**config.mk**
```make
export PLATFORM = sky130hd
export DESIGN_NAME = uart_rx_frame
export DESIGN_NICKNAME = d
export VERILOG_FILES = /design/src/rtl/uart_pkg.sv /design/src/rtl/uart_rx_sampler.sv /design/src/rtl/uart_rx_frame.sv
export SDC_FILE = /design/constraint.sdc
export NUM_CORES = 1
export LEC_CHECK = 0
export CELL_PAD_IN_SITES_DETAIL_PLACEMENT = 1
export CELL_PAD_IN_SITES_GLOBAL_PLACEMENT = 1
export CORE_ASPECT_RATIO = 0.7
export CORE_MARGIN = 1.5
export CORE_UTILIZATION = 25
export CTS_CLUSTER_DIAMETER = 60
export DETAILED_ROUTE_END_ITERATION = 6
export PLACE_DENSITY = 0.48
export SYNTH_ARGS = -nofsm -noshare
export SYNTH_HDL_FRONTEND = slang
export SYNTH_HIERARCHICAL = 1
export SYNTH_SLANG_ARGS = --single-unit
```
**constraint.sdc**
```tcl
create_clock -name clk -period 2.67 [get_ports clk]
set_input_delay 0.534 -clock clk [delete_from_list [all_inputs] [get_ports clk]]
set_output_delay 0.534 -clock clk [all_outputs]
set_load 0.01 [all_outputs]
```
**src/rtl/uart_pkg.sv**
```systemverilog
// Shared types and constants for the UART receive path: FSM state encoding,
// parity selectors, legal oversampling ratios and the majority-vote helper.
package uart_pkg;

    typedef enum logic [2:0] {
        IDLE   = 3'd0,
        START  = 3'd1,
        DATA   = 3'd2,
        PARITY = 3'd3,
        STOP   = 3'd4
    } rx_state_e;

    localparam logic PAR_EVEN = 1'b0;
    localparam logic PAR_ODD  = 1'b1;

    localparam int PRESC_8  = 8;
    localparam int PRESC_16 = 16;
    localparam int PRESC_32 = 32;

    function automatic logic majority3(input logic a, input logic b, input logic c);
        return (a & b) | (a & c) | (b & c);
    endfunction

endpackage

```
**src/rtl/uart_rx_sampler.sv**
```systemverilog
// Per-bit edge counter and three-point mid-bit sampler with 2-of-3 majority vote.
// sampled_bit is stable from the cycle after sample_done until the next bit's vote.
module uart_rx_sampler
    import uart_pkg::*;
#(
    parameter int PRESC_W = 6
) (
    input  logic               clk,
    input  logic               rst_n,
    input  logic               rx,
    input  logic               active,
    input  logic [PRESC_W-1:0] prescale,
    output logic               bit_end,
    output logic               sampled_bit,
    output logic               sample_done
);

    localparam logic [PRESC_W-1:0] ONE = {{(PRESC_W-1){1'b0}}, 1'b1};

    logic [PRESC_W-1:0] edge_cnt_r;
    logic [PRESC_W-1:0] half_s;
    logic [PRESC_W-1:0] mid_lo_s;
    logic [PRESC_W-1:0] mid_hi_s;
    logic [PRESC_W-1:0] last_s;
    logic               bit_end_s;
    logic               s0_r;
    logic               s1_r;
    logic               sampled_bit_r;
    logic               sample_done_r;

    assign half_s    = {1'b0, prescale[PRESC_W-1:1]};
    assign mid_lo_s  = half_s - ONE;
    assign mid_hi_s  = half_s + ONE;
    assign last_s    = prescale - ONE;
    assign bit_end_s = active && (edge_cnt_r == last_s);

    // Edge counter: parked at zero while idle, wraps at the last edge of each bit.
    always_ff @(posedge clk or negedge rst_n) begin
        if (!rst_n) begin
            edge_cnt_r <= {PRESC_W{1'b0}};
        end else if (!active || bit_end_s) begin
            edge_cnt_r <= {PRESC_W{1'b0}};
        end else begin
            edge_cnt_r <= edge_cnt_r + ONE;
        end
    end

    // Three mid-bit samples; the vote is taken together with the third sample.
    always_ff @(posedge clk or negedge rst_n) begin
        if (!rst_n) begin
            s0_r          <= 1'b0;
            s1_r          <= 1'b0;
            sampled_bit_r <= 1'b0;
            sample_done_r <= 1'b0;
        end else begin
            sample_done_r <= 1'b0;
            if (active) begin
                if (edge_cnt_r == mid_lo_s) begin
                    s0_r <= rx;
                end
                if (edge_cnt_r == half_s) begin
                    s1_r <= rx;
                end
                if (edge_cnt_r == mid_hi_s) begin
                    sampled_bit_r <= majority3(s0_r, s1_r, rx);
                    sample_done_r <= 1'b1;
                end
            end
        end
    end

    assign bit_end     = bit_end_s;
    assign sampled_bit = sampled_bit_r;
    assign sample_done = sample_done_r;

endmodule

```
**src/rtl/uart_rx_frame.sv**
```systemverilog
// UART frame receiver: start / DATA_WIDTH data bits LSB-first / optional parity / stop.
// Define RX_INPUT_SYNC_EN to pass rx_in through a 2-flop synchroniser first.
module uart_rx_frame
    import uart_pkg::*;
#(
    parameter int DATA_WIDTH = 8,
    parameter int PRESC_W    = 6
) (
    input  logic                  clk,
    input  logic                  rst_n,
    input  logic                  rx_in,
    input  logic [PRESC_W-1:0]    prescale,
    input  logic                  par_en,
    input  logic                  par_typ,
    output logic [DATA_WIDTH-1:0] p_data,
    output logic                  data_valid,
    output logic                  par_err,
    output logic                  stp_err
);

    localparam int              CNT_W     = $clog2(DATA_WIDTH + 1);
    localparam logic [CNT_W-1:0] CNT_ONE  = {{(CNT_W-1){1'b0}}, 1'b1};
    localparam logic [CNT_W-1:0] CNT_LAST = CNT_W'(DATA_WIDTH);

    function automatic logic expected_parity(input logic [DATA_WIDTH-1:0] d, input logic typ);
        return (typ == PAR_ODD) ? ~^d : ^d;
    endfunction

    rx_state_e             state_r;
    rx_state_e             next_state_s;
    logic                  rx_s;
    logic                  start_seen_s;
    logic                  active_s;
    logic                  bit_end_s;
    logic                  sampled_bit_s;
    logic                  sample_done_s;
    logic [PRESC_W-1:0]    presc_r;
    logic                  par_en_r;
    logic                  par_typ_r;
    logic [CNT_W-1:0]      bit_cnt_r;
    logic [DATA_WIDTH-1:0] shreg_r;
    logic                  par_mismatch_r;
    logic [DATA_WIDTH-1:0] p_data_r;
    logic                  data_valid_r;
    logic                  par_err_r;
    logic                  stp_err_r;

`ifdef RX_INPUT_SYNC_EN
    logic [1:0] sync_r;

    // Two-flop synchroniser; resets to the idle line level so reset never looks like a start bit.
    always_ff @(posedge clk or negedge rst_n) begin
        if (!rst_n) begin
            sync_r <= 2'b11;
        end else begin
            sync_r <= {sync_r[0], rx_in};
        end
    end

    assign rx_s = sync_r[1];
`else
    assign rx_s = rx_in;
`endif

    assign start_seen_s = (state_r == IDLE) && !rx_s;
    assign active_s     = (state_r != IDLE);

    uart_rx_sampler #(
        .PRESC_W (PRESC_W)
    ) u_sampler (
        .clk         (clk),
        .rst_n       (rst_n),
        .rx          (rx_s),
        .active      (active_s),
        .prescale    (presc_r),
        .bit_end     (bit_end_s),
        .sampled_bit (sampled_bit_s),
        .sample_done (sample_done_s)
    );

    // FSM state register.
    always_ff @(posedge clk or negedge rst_n) begin
        if (!rst_n) begin
            state_r <= IDLE;
        end else begin
            state_r <= next_state_s;
        end
    end

    // Next-state logic; every state except IDLE moves only on the last edge of a bit.
    always_comb begin
        next_state_s = state_r;
        case (state_r)
            IDLE: begin
                if (!rx_s) begin
                    next_state_s = START;
                end else begin
                    next_state_s = IDLE;
                end
            end
            START: begin
                if (bit_end_s) begin
                    next_state_s = sampled_bit_s ? IDLE : DATA;
                end else begin
                    next_state_s = START;
                end
            end
            DATA: begin
                if (bit_end_s && (bit_cnt_r == CNT_LAST)) begin
                    next_state_s = par_en_r ? PARITY : STOP;
                end else begin
                    next_state_s = DATA;
                end
            end
            PARITY: begin
                if (bit_end_s) begin
                    next_state_s = STOP;
                end else begin
                    next_state_s = PARITY;
                end
            end
            STOP: begin
                // A low line on the final stop edge is already the next start bit.
                if (bit_end_s) begin
                    next_state_s = rx_s ? IDLE : START;
                end else begin
                    next_state_s = STOP;
                end
            end
            default: begin
                next_state_s = IDLE;
            end
        endcase
    end

    // Frame configuration is latched only when a start edge is seen from IDLE.
    always_ff @(posedge clk or negedge rst_n) begin
        if (!rst_n) begin
            presc_r   <= PRESC_W'(PRESC_8);
            par_en_r  <= 1'b0;
            par_typ_r <= PAR_EVEN;
        end else if (start_seen_s) begin
            presc_r   <= prescale;
            par_en_r  <= par_en;
            par_typ_r <= par_typ;
        end
    end

    // Datapath: bit counting, deserialisation, parity check and frame verdict pulses.
    always_ff @(posedge clk or negedge rst_n) begin
        if (!rst_n) begin
            bit_cnt_r      <= {CNT_W{1'b0}};
            shreg_r        <= {DATA_WIDTH{1'b0}};
            par_mismatch_r <= 1'b0;
            p_data_r       <= {DATA_WIDTH{1'b0}};
            data_valid_r   <= 1'b0;
            par_err_r      <= 1'b0;
            stp_err_r      <= 1'b0;
        end else begin
            data_valid_r <= 1'b0;
            par_err_r    <= 1'b0;
            stp_err_r    <= 1'b0;
            case (state_r)
                START: begin
                    if (bit_end_s) begin
                        bit_cnt_r      <= {CNT_W{1'b0}};
                        par_mismatch_r <= 1'b0;
                    end
                end
                DATA: begin
                    if (sample_done_s) begin
                        shreg_r   <= {sampled_bit_s, shreg_r[DATA_WIDTH-1:1]};
                        bit_cnt_r <= bit_cnt_r + CNT_ONE;
                    end
                end
                PARITY: begin
                    if (sample_done_s) begin
                        par_mismatch_r <= (sampled_bit_s != expected_parity(shreg_r, par_typ_r));
                    end
                end
                STOP: begin
                    if (bit_end_s) begin
                        if (sampled_bit_s && !par_mismatch_r) begin
                            p_data_r     <= shreg_r;
                            data_valid_r <= 1'b1;
                        end else begin
                            par_err_r <= par_mismatch_r;
                            stp_err_r <= !sampled_bit_s;
                        end
                    end
                end
                default: begin
                end
            endcase
        end
    end

    assign p_data     = p_data_r;
    assign data_valid = data_valid_r;
    assign par_err    = par_err_r;
    assign stp_err    = stp_err_r;

endmodule
```
==> results of run 1 <==
-- repair_timing --
action	in CTS	in global routing
resized for setup	0	13
endpoints found under the setup margin	0	12
setup buffers	0	8
-- critical path: stages, from the launching register on --
cell,delay (ps)
dfrtp_1,400
inv_4,60
ha_2,190
a21boi_4,180
nand2_2,110
xnor2_4,150
a2111oi_4,330
and2_4,200
and2b_2,140
nor2b_4,170
nand3b_4,100
buf_4,150
mux2_4,280
-- kinds of logic (layout without fill, tap and decap cells) --
group / count (synthesis) / count (layout) / share of synthesized area [%]
buffers and inverters: 17 / 64 / 4.677
AO/OA/AOI/OAI: 22 / 22 / 7.377
flip-flops: 45 / 45 / 43.44
AND/OR/NAND/NOR: 65 / 65 / 16.01
adder cells (fa/ha/maj): 8 / 8 / 3.761
XOR/XNOR: 32 / 32 / 12.05
multiplexers: 29 / 29 / 12.68
-- area by class of cell --
| class | instances | area, sq um |
|---|---|---|
| repair buffers | 50 | 434.2 |
| fillers | 1093 | 6536 |
| flip-flops and latches | 45 | 1127 |
| clock buffers | 7 | 142.6 |
| inverters | 6 | 25.02 |
| clock inverters | 1 | 30.03 |
| well taps | 128 | 160.2 |
| multi-input cells | 156 | 1416 |
-- state kept, by name (all words and copies together) (netlist names) --
name / count
par_typ_r: 1
p_data: 8
par_mismatch_r: 1
u_sampler/edge_cnt_r: 6
state_r: 3
bit_cnt_r: 4
par_err: 1
u_sampler/sample_done: 1
presc_r: 6
data_valid: 1
shreg_r: 8
par_en_r: 1
u_sampler/sampled_bit: 1
u_sampler/s1_r: 1
u_sampler/s0_r: 1
stp_err: 1
-- metrics by stage --
| step | hold slack, ps | instance area (sq um) | std cells | setup WS [ps] | power [W] |
|---|---|---|---|---|---|
| 2_1_floorplan | 238.4 | 2628 | 218 | -9.041 | 0.002288 |
| 3_5_place_dp | 498.1 | 3052 | 377 | 76.61 | 0.002705 |
| 3_3_place_gp | 491.8 | 3052 | 377 | 124.9 | 0.002704 |
| 6_report | 348.3 | 3336 | 393 | 86.15 | 0.003539 |
| 4_1_cts | 387.4 | 3224 | 385 | 51.02 | 0.003445 |
| 5_1_grt | 417.5 | 3336 | 393 | -59.12 | 0.003799 |
-- placed cells by master (no fill, tap or decap), types with 3 or more instances in the layout --
cell and instances:
xor2_1 10, nand3_1 9, xnor2_1 19, inv_1 4, ha_1 4, nand2_1 8
dfrtp_1 44, buf_6 3, o21ai_0 7, nand4b_1 3, nor2_1 12, clkdlybuf4s50_1 20
clkbuf_16 5, buf_4 26, nand3b_1 6, nor3b_1 4, mux2_2 26
-- worst paths after layout --
path | end
hold reg to reg | p_data[2]
hold / removal | bit_cnt_r[1]
min in group clk | p_data[2]
max in group asynchronous | u_sampler/edge_cnt_r[2]
setup reg to reg | p_data[0]
setup / recovery | p_data[0]
-- metal layers --
metal | up-vias | GRT usage [%] | part of all wire (%) | routed length [microns]
met2 | 21 | 14.49 | 37 | 2165
li1 | 859 | - | - | -
met3 | 2 | 2.963 | 3.6 | 212
met1 | 804 | 18.49 | 59 | 3494
met5 | - | 0 | 0 | 0
met4 | 0 | 2.194 | 0.42 | 25
-- power by group through the flow --
| stage | sequential [W] | clock [W] | combinational (W) |
|---|---|---|---|
| after global routing | 0.00107 | 0.000772 | 0.00196 |
| after detailed placement | 0.00107 | 0 | 0.00164 |
| after global placement | 0.00107 | 0 | 0.00164 |
| after CTS | 0.00106 | 0.000741 | 0.00165 |
| final | 0.00104 | 0.000716 | 0.00178 |
| after floorplan | 0.000994 | 0 | 0.00129 |
==> metrics.md, run 1 <==
| Metric | Value |
|---|---|
| Leading area contributor after synthesis | dfrtp_1 |
| Final hold violation count | 0 |
| I/O Pins | 22 |
| Final WL | 5.897 mm |
| Routability Congestion | 0.7668 |
| TNS Setup | 0 ps |
| Final Skew | 5.404 ps |
| Hold crit path type | in2async |
| Seq pwr share | 29.4% |
| FF-to-FF path depth | 12 |
| Synth Net Count | 236 |
| Vias per std cell | 4.290 |
| Synth unique cells | 52 |
| Final worst-path cycle share | 96.77% |
| Largest net degree at the start of global routing | 38 |
| Clk root buf | clkbuf_16 |
| Fmax | 387.0 MHz |
| Crit end category | flip-flop |
| Static leakage | 1.445 nW |
| RSZ-0062 raised after global routing | yes |
| Worst-Skew Late Latency | 280 ps |
| Combinational Power Share | 50.4% |
| DRC viols | 0 |
| Core Util, Final | 33.79% |
| Clk sink count | 45 |
| Sequential area share after synthesis | 43.44% |
| Worst slew margin | 44.95% |
| Top cell type's share of synthesized area | 42.43% |
| Die X | 124.8 microns |
| Post-Syn Area | 2595 sq um |
| TritonRoute pass-1 iters | 4 |
| Synthesized instance count | 218 |
| Reg2reg start | presc_r[2] |
| Startpoint type of the worst setup path | flip-flop |
| DR vias | 1,686 |
| CTS Hold Buffers Added | 0 |
| All-Layer GR Usage | 11.35% |
| CTS tree | built |
| Nets | 282 |
| Critical Path Fanout Max | 3 |
| Remaining Overflow, GRT | 0 |
| Cell-internal power | 0.002228 W |
| Initial cell density of the core | 26.29% |
| HPWL Detailed | 4.450 mm |
| CTS HTree Levels | 2 |
| Vias in the first global route | 1,703 |
| Cts bufs inserted | 5 |
| Main synth FF type | dfrtp_1 |
| Avg Inst Size Synth | 11.90 sq um |
| WP data arrival | 2750 ps |
| Detailed Route Iter0 Violations | 44 |
| VDD IR max | 0.4049 mV |
| Max-Cap Viols | 0 |
| Final setup fails | 0 |
| Slew @ Worst Pin | 825.7 ps |
| Port Buffers | 21 |
| Core Footprint | 9872 sq um |
| Clk buf depth | 2 |
| CTS clk-pin slew, worst paths | 60 ps |
| N_diodes | 0 |
| Top-count cell post-synth | dfrtp_1 |
| Switching Fraction | 37.05% |
| FF+latch count, synth | 45 |
| Area grow syn2layout | 28.54% |
| Min cycle time layout | 2584 ps |
| First-pass GRT wire length | 9.708 mm |
| Async SR Flop Fraction | 100.0% |
| Most frequent cells after synthesis | dfrtp_1 (44), mux2_2 (27), xnor2_1 (20) |
| Worst Path Required | 2840 ps |
| Wirelength per Cell | 15.01 microns |
| Share of layout cells above drive strength 1 | 33.21% |
| Reg2reg setup slack | 90 ps |
| Row count | 30 |
| Antenna Nets Post-Route | 0 |
| Initial antenna violation count | 0 |
| Slew Viols, Final | 0 |
| Ys Warns | 6 |
| Full die area | 11,010 sq um |
| NetSw | 0.001311 W |
| PwrDens | 1061 nW/um^2 |
| Critical path class | reg2reg |
| Number of synthesized flops with an enable pin | 0 |
| Status | completed |
| Synth area leaders | dfrtp_1 (42%), mux2_2 (12%), xnor2_1 (6.8%) |
| Clock power frac | 20.2% |
| Worst Setup SP | presc_r[2] |
| Die Y-Extent | 88.24 microns |
(Power assumes the default switching activity.)
==> run 2: changes to the inputs <==
Settings changed: TNS_END_PERCENT set to 1.
==> results of run 2 <==
Final layout, timing and power as in run 1 (identical DEF).
